==> src/rtl/peripheral_arbiter.sv <==
// Purpose : round-robin arbiter sharing the single-port peripheral register bank between the CPU LSU (req0) and the debug port (req1).
// Latency : ack pulses 2 cycles after the req-sampling edge; a new grant is possible at most every 3 cycles.
// Backpress: requesters hold req until ack; a request is latched at grant, so a later req/addr/wdata change does not affect it.
//
// Ports:
//   clock, reset                    system clock, synchronous active-high reset
//   reqN/addrN/wdataN/weN           requester N command (N = 0 CPU, 1 debug)
//   ackN/errN                       one-cycle completion pulse; err = address outside the window
//   rdata                           read data, valid only in the ack cycle
//   p_address/p_input_data/
//   p_should_write/p_output_data    bank access port (bank writes on the mid-cycle negedge)
//   busy                            high whenever a transaction is in flight
module peripheral_arbiter #(
  parameter logic [31:0] BASE_ADDR   = 32'h0000_1000,
  parameter int          WINDOW_BITS = 3
) (
  input  logic        clock,
  input  logic        reset,
  input  logic        req0,
  input  logic [31:0] addr0,
  input  logic [31:0] wdata0,
  input  logic        we0,
  output logic        ack0,
  output logic        err0,
  input  logic        req1,
  input  logic [31:0] addr1,
  input  logic [31:0] wdata1,
  input  logic        we1,
  output logic        ack1,
  output logic        err1,
  output logic [31:0] rdata,
  output logic [31:0] p_address,
  output logic [31:0] p_input_data,
  output logic        p_should_write,
  input  logic [31:0] p_output_data,
  output logic        busy
);

  typedef enum logic [1:0] {
    IDLE    = 2'd0,
    ACCESS  = 2'd1,
    RESPOND = 2'd2
  } state_t;

  state_t      state;
  state_t      state_next;
  logic        last_grant;
  logic        lat_we;
  logic        lat_id;
  logic        lat_in_window;

  logic        grant_vld;
  logic        grant_id;
  logic        grant_tie;
  logic [31:0] grant_addr;
  logic [31:0] grant_wdata;
  logic        grant_we;
  logic        grant_in_window;

  always_comb begin
    state_next      = state;
    grant_vld       = 1'b0;
    grant_id        = 1'b0;
    grant_tie       = 1'b0;
    ack0            = 1'b0;
    ack1            = 1'b0;
    err0            = 1'b0;
    err1            = 1'b0;
    p_should_write  = 1'b0;
    busy            = (state != IDLE);

    case (state)
      IDLE: begin
        if (req0 && req1) begin
          grant_vld = 1'b1;
          grant_tie = 1'b1;
          grant_id  = ~last_grant;
        end else if (req0) begin
          grant_vld = 1'b1;
          grant_id  = 1'b0;
        end else if (req1) begin
          grant_vld = 1'b1;
          grant_id  = 1'b1;
        end
        if (grant_vld) state_next = ACCESS;
      end
      ACCESS: begin
        // Gated by reset so an abandoned write is withdrawn within the reset cycle itself.
        p_should_write = lat_we && lat_in_window && !reset;
        state_next     = RESPOND;
      end
      RESPOND: begin
        ack0       = ~lat_id;
        ack1       = lat_id;
        err0       = ~lat_id & ~lat_in_window;
        err1       = lat_id & ~lat_in_window;
        state_next = IDLE;
      end
      default: state_next = IDLE;
    endcase
  end

  assign grant_addr      = grant_id ? addr1  : addr0;
  assign grant_wdata     = grant_id ? wdata1 : wdata0;
  assign grant_we        = grant_id ? we1    : we0;
  assign grant_in_window = (grant_addr[31:WINDOW_BITS] == BASE_ADDR[31:WINDOW_BITS]);

  // p_address / p_input_data double as the latched request: they load at grant
  // and then hold, so the bank sees the latched values throughout ACCESS.
  always_ff @(posedge clock) begin
    if (reset) begin
      state         <= IDLE;
      last_grant    <= 1'b1;
      lat_we        <= 1'b0;
      lat_id        <= 1'b0;
      lat_in_window <= 1'b0;
      rdata         <= 32'd0;
      p_address     <= 32'd0;
      p_input_data  <= 32'd0;
    end else begin
      state <= state_next;
      if (grant_vld) begin
        p_address     <= grant_addr;
        p_input_data  <= grant_wdata;
        lat_we        <= grant_we;
        lat_id        <= grant_id;
        lat_in_window <= grant_in_window;
        if (grant_tie) last_grant <= grant_id;
      end
      if (state == ACCESS) begin
        rdata <= (lat_in_window && !lat_we) ? p_output_data : 32'd0;
      end
    end
  end

endmodule

==> config.mk <==
export PLATFORM = sky130hd
export DESIGN_NAME = peripheral_arbiter
export DESIGN_NICKNAME = d
export VERILOG_FILES = /design/src/rtl/peripheral_arbiter.sv
export SDC_FILE = /design/constraint.sdc
export NUM_CORES = 1
export LEC_CHECK = 0
export CAP_MARGIN = 40
export CORE_MARGIN = 2
export CORE_UTILIZATION = 38
export CTS_CLUSTER_DIAMETER = 40
export CTS_CLUSTER_SIZE = 30
export DETAILED_ROUTE_END_ITERATION = 6
export GPL_ROUTABILITY_DRIVEN = 0
export PLACE_DENSITY = 0.78
export SLEW_MARGIN = 20
export SYNTH_ARGS = -nofsm -noshare
export SYNTH_HDL_FRONTEND = slang
export SYNTH_SLANG_ARGS = --single-unit
==> constraint.sdc <==
create_clock -name clock -period 1.7 [get_ports clock]
set_input_delay 0.51 -clock clock [delete_from_list [all_inputs] [get_ports clock]]
set_output_delay 0.51 -clock clock [all_outputs]
set_load 0.005 [all_outputs]
Yosys cells after proc, flatten, opt, wreduce, memory -nomap -nowiden
Index checks and enable logic that the tools add are counted.
- register bits: 102
- bits of input ports: 166
- logic and storage cells: 47
- output and inout bits: 102
- multiplexer cells: 21
- bitwise gates (word level): 5
- equality and inequality tests: 4
- reductions and logical operators: 9
- operators by type and width (kind ; number):
    2-to-1 mux 32 bit ; 3
    equality test 29 x 10 -> 1 bit, second input constant ; 1
    2-to-1 mux 1 bit ; 16
    logical AND 1 bit ; 4
    one-hot mux 2 bit (2 select lines) ; 1
    NOT 1 bit ; 3
    bitwise AND 1 bit ; 2
    equality test 2 x 1 -> 1 bit, second input constant ; 1
    equality test 2 bit, second input constant ; 1
    zero test 1 bit ; 2
    zero test 2 bit ; 1
    2-to-1 mux 2 bit ; 1
    != test 2 bit, second input constant ; 1
    AND reduction 2 bit ; 1
    nonzero test 2 bit ; 1

Longest topological paths before layout
- depth after elaboration: 6
- mapped depth: 7

Least setup slack after synthesis
Ideal clock, no wire load.
- kind: input-to-reg
- start: input req0
- end: register p_input_data[6]
- slack: 0.300 ns
- stages on the path: 6
- arrival: 1.254 ns
- library setup time: 0.146 ns
- cells stage by stage: nand2_1 > nand3_2 > buf_12 > buf_8 > mux2i_1 > a211oi_2
- longest elaborated chain between the ends: 4
- elaborated cells between the ends (all ways): 9
- classes of those cells: mux: 8; reduce/logical: 1
- RTL lines (what ; line ; source):
    start, declared ; 19 ; input logic req0,
    2-to-1 mux 1 bit or logical AND 1 bit (tied branches) ; 78, 74 ;
    2-to-1 mux 1 bit ; 74 ; if (req0 && req1) begin
    2-to-1 mux 1 bit ; 72 ; case (state)
    2-to-1 mux 32 bit or 2-to-1 mux 1 bit (tied branches) ; 104, 72 ;
    end signal, assigned ; 124 ; p_input_data <= grant_wdata;
    end, declared ; 33 ; output logic [31:0] p_input_data,
Several ways; a longest one is shown, not always the timed one. The select of a mux whose other input is x is not followed.
A chain may end at the register's enable or synchronous reset.

Worst setup path in the final report
- start: register state[1]
- end: register p_address[15]
- longest elaborated chain between the ends: 3
- elaborated cells between the ends (all ways): 4
- classes of those cells: mux: 3; reduce/logical: 1
- RTL lines (what ; line ; source):
    start, declared ; 45 ; state_t state;
    start signal, assigned ; 121 ; state <= state_next;
    zero test 2 bit (*) ; 72 ;
    2-to-1 mux 1 bit ; 72 ;
    2-to-1 mux 32 bit ; 103 ; assign grant_addr = grant_id ? addr1 : addr0;
    end signal, assigned ; 123 ; p_address <= grant_addr;
    end, declared ; 32 ; output logic [31:0] p_address,
Every way passes the cells marked *; elsewhere a longest branch is shown, timed or not.

==> metrics.md <==
| Metric | Value |
|---|---|
| Status | complete, no violations |
| Post-synthesis sequential area ratio | 45.77% |
| Iteration-0 DRC Markers | 193 |
| Final wirelength | 16.02 mm |
| CTS Hold Buffers Added | 0 |
| Antenna cell count | 0 |
| Wire per inst | 17.92 um |
| Synth-to-layout area growth | 82.25% |
| CTS clk-pin slew, worst paths | 0.06 ns |
| Worst-Margin Slew | 0.6427 ns |
| H-tree depth | 3 |
| Worst Hold Class | in2reg |
| Post-Syn Area | 4462 um^2 |
| Detail Placement HPWL | 10.99 mm |
| Syn Inst Count | 454 |
| CTS max path bufs | 2 |
| Die Width | 112.4 um |
| Clock latency on the worst-skew pair | 0.34 ns |
| Initial core utilization | 39.08% |
| Synth cell types | 34 |
| FMAX | 0.5921 GHz |
| # DRC | 0 |
| Worst Setup End Kind | flop |
| First-pass GRT wire length | 22.53 mm |
| Synthesis-stage register bit count | 102 |
| DR pass1 iterations | 4 |
| Crit Path Category | reg2reg |
| Largest net degree at the start of global routing | 59 |
| Average size of a mapped cell | 9.828 um^2 |
| WP data required | 1.88 ns |
| Grt total ovfl | 0 |
| I/O pin total | 268 |
| Root buf cell | clkbuf_16 |
| Routed Antenna Nets | 0 |
| Syn_nets | 620 |
| Row count | 39 |
| Fin nets | 912 |
| Max_slew headroom | 57.15% |
| Area of the multi-input gates | 2277 um^2 |
| WP data arrival | 1.87 ns |
| Core area | 11420 um^2 |
| Total CTS buffers | 9 |
| DR vias/cell | 5.215 |
| Leading cell type in the layout, fill and taps excluded | clkdlybuf4s50_1 |
| Critical Path Fanout Max | 8 |
| Initial antenna violation count | 0 |
| Crit start category | flop |
| CTS tree | built |
| RSZ-0062 raised after global routing | true |
| Max IR drop VDD | 0.4737 mV |
| Total power | 6.380 mW |
| Leak pwr | 4.026 nW |
| Most frequent cells in the layout | clkdlybuf4s50_1 (176), nor2_1 (98), dfxtp_1 (75) |
| # clock sinks | 102 |
| Tot GR Track Use | 22.29% |
| Fillers | 860 |
| Final period utilization | 99.35% |
| Final setup viols | 0 |
| Final hold vios | 0 |
| Layout cells sized above 1 | 19.57% |
| Vias in the first global route | 4573 |
| Maxcap violations | 0 |
| Register Area | 2078 um^2 |
| Die ar. | 12620 um^2 |
| Port Buffers | 267 |
| Pre-CTS setup slack | -0.4396 ns |
| Worst Skew | 0.007376 ns |
| Yosys synthesis warning count | 0 |
| Pwr/cell area | 784.6 nW/um^2 |
| Vias post-DR | 4662 |
| Fin Setup TNS | 0 ns |
| Setup slack after layout | 0.01102 ns |
| Minimum clock period | 1.689 ns |
| Final Max Slew Viols | 0 |
| Die Span Y | 112.4 um |
-- flip-flops by register name, indices dropped and copies added, names as in the netlist --
signal and flops:
lat_id 1, last_grant 1, lat_we 1, p_input_data 32
state 2, p_address 32, rdata 32, lat_in_window 1
-- metrics by stage --
stage	utilization [%]	instance area, um^2	cells	hold WS, ns
final	71.21	8132	894	0.3461
after CTS	67.13	7665	877	0.3301
after global routing	71.21	8132	894	0.3351
after floorplan	-	4462	454	0.4628
after global placement	64.32	7345	858	0.4782
after detailed placement	64.56	7372	859	0.4906
-- routing by layer --
metal	track usage (%)	vias to the layer above	part of all wire (%)
met5	0	-	0
met3	5.562	38	7.1
met2	39.60	204	50
met4	10.33	0	3.0
li1	-	2246	-
met1	25.08	2174	40
-- final timing paths --
kind	startpoint	end	slack, ns	depth (start not counted)
hold / removal	reset	state[1]$_SDFFE_PP0P_	0.35	2
setup / recovery	state[1]$_SDFFE_PP0P_	p_address[15]$_SDFFE_PP0P_	0.01	8
hold reg to reg	p_input_data[13]$_SDFFE_PP0P_	p_input_data[13]$_SDFFE_PP0P_	0.50	2
setup reg to reg	state[1]$_SDFFE_PP0P_	p_address[15]$_SDFFE_PP0P_	0.01	8
-- critical path: stages (launching register included) --
cell      delay, ns
dfxtp_2        0.33
buf_4          0.14
nor2_4         0.12
buf_6          0.13
nand3_4        0.12
buf_12         0.19
buf_12         0.14
mux2i_2        0.25
a211oi_2       0.12
-- layout make-up --
| type | count | share of cell area (%) |
|---|---|---|
| timing repair buffer | 320 | 40.62 |
| multi-input combinational | 309 | 28.00 |
| sequential | 102 | 25.56 |
| clock buffer | 13 | 3.200 |
| tap | 143 | 2.200 |
| clock inverter | 3 | 0.2308 |
| inverter | 4 | 0.1846 |
-- report_power, final --
group / leakage (nW) / total, mW / switching (mW) / internal, mW
Sequential: 0.850 / 2.69 / 0.105 / 2.59
Clock: 0.140 / 1.93 / 0.858 / 1.07
Combinational: 3.04 / 1.76 / 0.743 / 1.01
-- cell usage after synthesis --
| cell type | instances | area share (%) |
|---|---|---|
| a21oi_1 | 2 | 0.22 |
| buf_12 | 4 | 1.8 |
| inv_1 | 3 | 0.25 |
| inv_2 | 1 | 0.084 |
| buf_2 | 7 | 0.79 |
| nor4_1 | 13 | 1.8 |
| and3_1 | 4 | 0.56 |
| dfxtp_1 | 102 | 46 |
| nand3_1 | 2 | 0.22 |
| a211oi_1 | 54 | 9.1 |
| buf_8 | 2 | 0.67 |
| nor3b_4 | 1 | 0.42 |
| xnor2_1 | 1 | 0.20 |
| buf_4 | 9 | 1.5 |
| o21ai_0 | 1 | 0.11 |
| nor2_1 | 102 | 8.6 |
| a21bo_2 | 1 | 0.22 |
| o2111a_1 | 1 | 0.25 |
| nand3b_1 | 1 | 0.17 |
| nor2_4 | 2 | 0.50 |
| nand3_2 | 1 | 0.22 |
| and4_1 | 2 | 0.39 |
| nand2b_1 | 3 | 0.42 |
| nor2b_1 | 1 | 0.14 |
| a31oi_1 | 1 | 0.14 |
| buf_1 | 4 | 0.34 |
| a211oi_2 | 10 | 2.8 |
| buf_6 | 1 | 0.25 |
| clkbuf_1 | 12 | 1.0 |
| o2111ai_1 | 2 | 0.39 |
| mux2i_1 | 64 | 14 |
| nor3_1 | 5 | 0.56 |
| a22oi_1 | 33 | 5.6 |
| nand2_1 | 2 | 0.17 |
-- cell families after synthesis --
family / synth area share, %
xor+xnor: 0.1963
flops: 45.77
buf+inv: 6.702
compound gates: 18.79
simple gates: 14.19
mux: 14.36
-- what timing repair did --
action,CTS,global route
gates resized for setup,100,73
setup buffers,1,10
setup endpoints to repair,101,106
pin swaps,4,23
gates cloned,1,7
Note: power is estimated with default switching activity, not from simulation.
